$ cat config.mk
export PLATFORM = sky130hd
export DESIGN_NAME = mem_bus_ctrl
export DESIGN_NICKNAME = d
export VERILOG_FILES = /design/src/rtl/mem_bus_ctrl.sv
export SDC_FILE = /design/constraint.sdc
export NUM_CORES = 1
export LEC_CHECK = 0
export ABC_AREA = 0
export ABC_CLOCK_PERIOD_IN_PS = 6100
export CORE_MARGIN = 5
export CORE_UTILIZATION = 45
export DETAILED_ROUTE_END_ITERATION = 8
export GPL_TIMING_DRIVEN = 1
export MAX_ROUTING_LAYER = met4
export PLACE_DENSITY = 0.91
export SKIP_LAST_GASP = 1
export SYNTH_ARGS = -nofsm -noshare
export SYNTH_HDL_FRONTEND = slang
export SYNTH_SLANG_ARGS = --single-unit
$ cat constraint.sdc
create_clock -name clk -period 6.1 [get_ports clk]
set_clock_uncertainty 0.05 [all_clocks]
set_input_delay 1.22 -clock clk [delete_from_list [all_inputs] [get_ports clk]]
set_output_delay 1.22 -clock clk [all_outputs]
set_load 0.01 [all_outputs]
$ cat src/rtl/mem_bus_ctrl.sv
// Physical bus controller: runs one MMU request at a time on the 32-bit async SRAM
// or the 16-bit NOR flash, then pulses ack and inserts one dead cycle.
module mem_bus_ctrl #(
   parameter int SRAM_WAIT  = 2,
   parameter int FLASH_WAIT = 4
) (
   input  logic        clk,
   input  logic        rst,
   input  logic        bus_ce_i,
   input  logic [31:0] bus_addr_i,
   input  logic [31:0] bus_data_i,
   input  logic        bus_we_i,
   input  logic [15:0] bus_select_i,
   output logic [31:0] bus_data_o,
   output logic        bus_ack_o,
   output logic [19:0] sram_addr_o,
   output logic [31:0] sram_data_o,
   input  logic [31:0] sram_data_i,
   output logic        sram_data_oe,
   output logic        sram_ce_n,
   output logic        sram_oe_n,
   output logic        sram_we_n,
   output logic [3:0]  sram_be_n,
   output logic [22:0] flash_addr_o,
   input  logic [15:0] flash_data_i,
   output logic        flash_ce_n,
   output logic        flash_oe_n,
   output logic [2:0]  state_o
);
   typedef enum logic [2:0] {
      IDLE    = 3'd0,
      SRAM_RD = 3'd1,
      SRAM_WR = 3'd2,
      FL_LO   = 3'd3,
      FL_HI   = 3'd4,
      ACK     = 3'd5,
      HOLD    = 3'd6
   } state_e;

   localparam logic [3:0] SRAM_LOAD = 4'(SRAM_WAIT - 1);
   localparam logic [3:0] FL_LOAD   = 4'(FLASH_WAIT - 1);
   // FL_HI opens with one strobe-free gap cycle, so it counts one extra cycle.
   localparam logic [3:0] FL_GAP    = 4'(FLASH_WAIT);

   state_e      state_q;
   logic [3:0]  cnt_q;
   logic [15:0] lo_q;
   logic        unused_addr_bits;

   assign unused_addr_bits = ^{bus_addr_i[31:23], bus_addr_i[1:0]};
   assign state_o = state_q;

   always_ff @(posedge clk or negedge rst) begin
      if (!rst) begin
         state_q      <= IDLE;
         cnt_q        <= 4'h0;
         lo_q         <= 16'h0;
         bus_ack_o    <= 1'b0;
         bus_data_o   <= 32'h0;
         sram_addr_o  <= 20'h0;
         sram_data_o  <= 32'h0;
         sram_data_oe <= 1'b0;
         sram_ce_n    <= 1'b1;
         sram_oe_n    <= 1'b1;
         sram_we_n    <= 1'b1;
         sram_be_n    <= 4'hF;
         flash_addr_o <= 23'h0;
         flash_ce_n   <= 1'b1;
         flash_oe_n   <= 1'b1;
      end else begin
         bus_ack_o <= 1'b0;
         case (state_q)
            IDLE: begin
               if (bus_ce_i && (bus_select_i != 16'h0)) begin
                  if (bus_select_i[0]) begin
                     sram_addr_o <= bus_addr_i[21:2];
                     sram_ce_n   <= 1'b0;
                     sram_be_n   <= 4'h0;
                     cnt_q       <= SRAM_LOAD;
                     if (bus_we_i) begin
                        sram_data_o  <= bus_data_i;
                        sram_data_oe <= 1'b1;
                        sram_we_n    <= 1'b0;
                        state_q      <= SRAM_WR;
                     end else begin
                        sram_oe_n <= 1'b0;
                        state_q   <= SRAM_RD;
                     end
                  end else if (bus_select_i[1] && !bus_we_i) begin
                     flash_addr_o <= {bus_addr_i[22:2], 1'b0};
                     flash_ce_n   <= 1'b0;
                     flash_oe_n   <= 1'b0;
                     cnt_q        <= FL_LOAD;
                     state_q      <= FL_LO;
                  end else begin
                     // Unmapped read returns zero; flash writes leave read data alone.
                     if (!bus_select_i[1] && !bus_we_i) bus_data_o <= 32'h0;
                     bus_ack_o <= 1'b1;
                     cnt_q     <= 4'h0;
                     state_q   <= ACK;
                  end
               end
            end
            SRAM_RD: begin
               if (cnt_q == 4'h0) begin
                  bus_data_o <= sram_data_i;
                  sram_ce_n  <= 1'b1;
                  sram_oe_n  <= 1'b1;
                  sram_be_n  <= 4'hF;
                  bus_ack_o  <= 1'b1;
                  state_q    <= ACK;
               end else begin
                  cnt_q <= cnt_q - 4'h1;
               end
            end
            SRAM_WR: begin
               // Address, data and oe stay put through ACK for hold time.
               if (cnt_q == 4'h0) begin
                  sram_ce_n <= 1'b1;
                  sram_we_n <= 1'b1;
                  bus_ack_o <= 1'b1;
                  state_q   <= ACK;
               end else begin
                  cnt_q <= cnt_q - 4'h1;
               end
            end
            FL_LO: begin
               if (cnt_q == 4'h0) begin
                  lo_q            <= flash_data_i;
                  flash_ce_n      <= 1'b1;
                  flash_oe_n      <= 1'b1;
                  flash_addr_o[0] <= 1'b1;
                  cnt_q           <= FL_GAP;
                  state_q         <= FL_HI;
               end else begin
                  cnt_q <= cnt_q - 4'h1;
               end
            end
            FL_HI: begin
               if (cnt_q == FL_GAP) begin
                  flash_ce_n <= 1'b0;
                  flash_oe_n <= 1'b0;
                  cnt_q      <= cnt_q - 4'h1;
               end else if (cnt_q == 4'h0) begin
                  bus_data_o <= {flash_data_i, lo_q};
                  flash_ce_n <= 1'b1;
                  flash_oe_n <= 1'b1;
                  bus_ack_o  <= 1'b1;
                  state_q    <= ACK;
               end else begin
                  cnt_q <= cnt_q - 4'h1;
               end
            end
            ACK: begin
               sram_data_oe <= 1'b0;
               sram_be_n    <= 4'hF;
               cnt_q        <= 4'h0;
               state_q      <= HOLD;
            end
            HOLD: begin
               cnt_q   <= 4'h0;
               state_q <= IDLE;
            end
            default: state_q <= IDLE;
         endcase
      end
   end

   // The wait counter has no wrap-around, so zero wait states cannot work.
   param_legal_a: assert property (@(posedge clk)
      (SRAM_WAIT >= 1) && (SRAM_WAIT <= 15) && (FLASH_WAIT >= 1) && (FLASH_WAIT <= 15));

endmodule

== Yosys cells after proc, flatten, opt, wreduce, memory -nomap -nowiden ==
Index checks and enable logic that the tools add are counted.

* RAM bits: 0
* Memories: 0
* Memory bits (read-only): 0
* Bits in registers: 140
* Latch bits: 0
* Output and inout bits: 121
* Input port bits: 132

* Add/sub/neg operators: 1
* Divide/modulo/power cells: 0
* Multipliers: 0
* Equality and inequality tests: 21
* Mux-type cells: 62
* Bitwise operators: 1
* Reduce and logical (&&, ||, !) cells: 33
* Order comparisons: 0
* Shift-type cells: 0

{| class="wikitable"
|+ Operators by type and width
! kind !! number
|-
| $mux 32 || 7
|-
| $pmux 32 s3 || 1
|-
| $mux 4 || 7
|-
| $mux 1 || 27
|-
| $ne 2x2->1 const B || 13
|-
| $reduce_and 4->1 || 6
|-
| $pmux 4 s5 || 1
|-
| $mux 3 || 6
|-
| $reduce_bool 16->1 || 1
|-
| $pmux 3 s5 || 1
|-
| $reduce_and 5->1 || 3
|-
| $pmux 4 s3 || 1
|-
| $pmux 1 s2 || 5
|-
| $reduce_bool 2->1 || 5
|-
| $eq 3x3->1 const B || 3
|-
| $pmux 1 s3 || 3
|-
| $reduce_bool 3->1 || 3
|-
| $reduce_and 8->1 || 1
|-
| $eq 3x2->1 const B || 2
|-
| $mux 2 || 3
|-
| $reduce_and 3->1 || 2
|-
| $reduce_bool 5->1 || 1
|-
| $eq 4x3->1 const B || 1
|-
| $logic_not 4->1 || 1
|-
| other kinds (9) || 14
|}

== Logic depth before layout (Yosys ltp) ==
* Depth in word-level cells: 7
* Mapped depth: 9

== Least setup slack after synthesis ==
Ideal clock, no wire load.

* Kind: in2reg
* From: input bus_select_i[0]
* To: register sram_data_o[10]
* Data arrival time: 2.680 ns
* Buffers on the path: 3
* Library setup time: 0.127 ns
* Path slack: 3.243 ns
* Required time: 5.923 ns
* Cell stages on the path: 8
* Path through: buf_6 > nor4_2 > nand4_1 > and2_1 > buf_4 > nand4_4 > buf_6 > mux2_1

* Word-level cells in the longest chain between the ends: 3

{| class="wikitable"
|+ Ends and longest elaborated chain
! item !! RTL line !! text
|-
| from (decl) || 13 || <nowiki>input logic [15:0] bus_select_i,</nowiki>
|-
| $reduce_bool 16->1 || 74 || <nowiki>if (bus_ce_i && (bus_select_i != 16'h0)) begin</nowiki>
|-
| $logic_and 1x1->1 || 74 ||
|-
| $reduce_and 4->1 (no source line) (*) || -- ||
|-
| to (signal assigned) || 81 || <nowiki>sram_data_o <= bus_data_i;</nowiki>
|-
| to (decl) || 17 || <nowiki>output logic [31:0] sram_data_o,</nowiki>
|}

Every way passes the cells marked *; elsewhere a longest branch is shown, timed or not.
A chain may end at the register's enable or synchronous reset.

== Worst setup path after layout ==
* From: input bus_select_i[0]
* To: register bus_data_o[16]

* Word-level cells in the longest chain between the ends: 4

{| class="wikitable"
|+ Ends and longest elaborated chain
! item !! RTL line !! text
|-
| $reduce_bool 16->1 || 74 ||
|-
| $logic_and 1x1->1 || 74 ||
|-
| $ne 2x2->1 (no source line) || -- ||
|-
| $reduce_and 8->1 (no source line) (*) || -- ||
|-
| to (signal assigned) || 106 || <nowiki>bus_data_o <= sram_data_i;</nowiki>
|-
| to (signal assigned) || 145 || <nowiki>bus_data_o <= {flash_data_i, lo_q};</nowiki>
|-
| to (decl) || 14 || <nowiki>output logic [31:0] bus_data_o,</nowiki>
|}

Marks and branches as above.

==> impl_metrics.ini <==
[worst_setup_path]
crit_chain = clkdlybuf4s50_1 -> nor4_2 -> nand4_1 -> a21oi_2 -> buf_4 -> or2_1 -> o21ai_0
max_stage_delay_ps = 870
cp_max_fo = 34
endpoint_kind = flip-flop
arrival_ps = 4060
rr_worst_depth = 8
crit_required_ps = 6280
slowest_stage = or2_1
start_kind = primary input
path_class = in -> reg

[pwr]
p_leak_nw = 3.75
cellPowerDensity_nw_per_um2 = 514
ir_worst_vdd_mv = 0.317
total_power_mw = 4.61

[logic_synthesis]
synthArstFlopShare_pct = 100
yosys_warnings = 0
synth_cells = 472
synth_cell_types = 57
synth-seq-area-share_pct = 58.0
dominantRegCellSynth = dfrtp_1
synth_area_per_cell_um2 = 12.5
synth_edf_count = 0
netlist_area_um2 = 5920
synth_nets = 606
synth-seq-cells = 137

[placed_design]
hpwl_um = 12200
port_buffers = 240
dpl-instance-area_um2 = 8360
gp_congestion = 0.845
dp_slack_ps = 1810

[detailed_routing]
drt_pre_antenna_iters = 6
postRouteAntennaNets = 0
drcViolationCount = 0
drt_wl_total_um = 16800
vias_per_cell = 5.50
wl_per_cell_um = 19.0
drtIter0Drc = 522
vias = 4864

[floorplan]
design.core.area_um2 = 13100
fp-row-count = 42
start_util_pct = 45.2
die_area_um2 = 15500
ioPinCount = 253
die_x_um = 125
die_y_um = 125

[global_route]
grt_pass1_vias = 5167
grt_pass1_wl_um = 26900
grt_overflow = 0
track_usage_pct = 22.2
antenna_found_initial = 0
grt_max_degree = 74

[finish]
fill_cells = 910
final_layout_size_suffix_gt1_share_pct = 16.2
nets = 831
antenna_cells = 0
area_delta_synth_final_pct = 51.7
final_area_um2 = 8980

[sta]
finalHoldViolCount = 0
period_needed_ps = 3890
fmax_ghz = 0.257
drv_slew = 0
rsz0062_at_grt = no
worst_slack_ps = 2210
finalSetupTns_ps = 0
max_slew_margin_pct = 29.1
worstMarginPinSlew_ps = 1060
post-route-period-util_pct = 63.8
finalSetupViolCount = 0

[cts]
clock_path_buffers = 2
cts_sinks = 137
cts_tree = yes
post-cts-setup-buffer-count = 0
post_cts_resized = 0
cts_buffers = 17
cts-root-buf = clkbuf_16
ctsHoldBuffers = 0
insertion_delay_ps = 400
clk_pin_slew_worst_paths_ps = 50
h-tree-depth = 4

[worst_hold_path]
hp-class = reg -> reg
hold_depth = 1

[run_status]
outcome = finished clean

[job]
cap_violations = 0
power breakdown:
group          switching [mW]  internal (mW)  leakage [nW]  total (mW)
Combinational           0.886           1.06          1.72        1.95
Sequential              0.273           1.33          1.73        1.60
Clock                   0.355          0.713         0.303        1.07
Total                    1.51           3.10          3.75        4.61
cell families after synthesis:
kind of cell | Yosys count | share of synthesized area [%]
xor gates and xnor gates | 1 | 0.148
muxes | 91 | 17.3
AOI/OAI and AO/OA | 139 | 14.4
adders and majority gates | 2 | 0.423
DFF | 137 | 58.0
other | 1 | 0.0634
buffers and inverters | 46 | 4.19
and+or+nand+nor | 55 | 5.48
cell usage after synthesis, types with 2 or more instances:
library cell	instances	area, µm²
mux2_2	62	698
o31a_1	2	17.5
a21oi_1	11	55.1
clkbuf_1	17	63.8
o21ai_1	15	75.1
mux2_1	28	315
dfstp_2	6	158
nor2_1	15	56.3
a211oi_1	2	15.0
a22oi_1	33	248
nand3_2	2	20.0
nand2_1	11	41.3
inv_1	7	26.3
buf_6	4	45.0
o22ai_1	3	18.8
ha_1	2	25.0
o2bb2ai_1	2	17.5
a21o_1	2	15.0
buf_4	10	75.1
buf_2	6	30.0
dfrtp_1	131	3280
o21ai_0	57	285
nor4_1	6	37.5
nor3_1	3	15.0
and2_1	3	18.8
placed cells by master (no fill, tap or decap), drive strengths merged, types with 8 or more instances in the layout:
cell type,netlist,routed
clkdlybuf4s50,0,239
o21ai,72,72
inv,8,8
nor2,16,16
mux2,90,90
a22oi,33,33
a21oi,12,12
dfrtp,131,131
clkbuf,17,23
nand2,12,12
state kept, by name, indices dropped and copies added (netlist names):
register	count
bus_ack_o	1
bus_data_o	32
cnt_q	4
flash_addr_o	22
flash_ce_n	1
flash_oe_n	1
lo_q	16
sram_addr_o	20
sram_be_n	1
sram_ce_n	1
sram_data_o	32
sram_data_oe	1
sram_oe_n	1
sram_we_n	1
state_o	3
area by class of cell:
type / instances / area [µm²] / share of cell area, %
clock buffer: 23 / 478 / 5.32
sequential: 137 / 3440 / 38.3
clock inverter: 8 / 143 / 1.59
multi-input combinational: 289 / 2240 / 24.9
inverter: 8 / 30.0 / 0.334
tap: 176 / 220 / 2.45
timing repair buffer: 244 / 2430 / 27.1
metal layers:
metal	wire [µm]	up-vias	GRT usage, %
met2	8890	242	37.7
met1	6430	2414	25.1
met4	420	0	8.64
met3	1100	37	5.79
met5	0	-	-
li1	-	2171	-
worst paths after layout:
kind | from | to | slack (ps)
hold / removal | flash_addr_o[0] | flash_addr_o[0] | 430
setup reg to reg | cnt_q[0] | bus_data_o[16] | 2520
max in group asynchronous | rst | sram_data_o[12] | 3940
setup / recovery | bus_select_i[0] | bus_data_o[16] | 2210
hold reg to reg | flash_addr_o[0] | flash_addr_o[0] | 430
min in group asynchronous | rst | sram_data_o[9] | 760
per-stage QoR:
step | hold slack, ps | util, % | cells
after floorplan | 432 | - | 472
after global placement | 412 | 63.9 | 854
after detailed placement | 418 | 63.9 | 854
after CTS | 436 | 68.6 | 885
after global routing | 457 | 68.6 | 885
final | 431 | 68.6 | 885
critical path: cells and delay by family:
kind / cells / cell delay [ps]
AOI/OAI and AO/OA: 2 / 440
and+or+nand+nor: 3 / 1430
buffers and inverters: 2 / 970
Power figures use the tool's default switching activity.
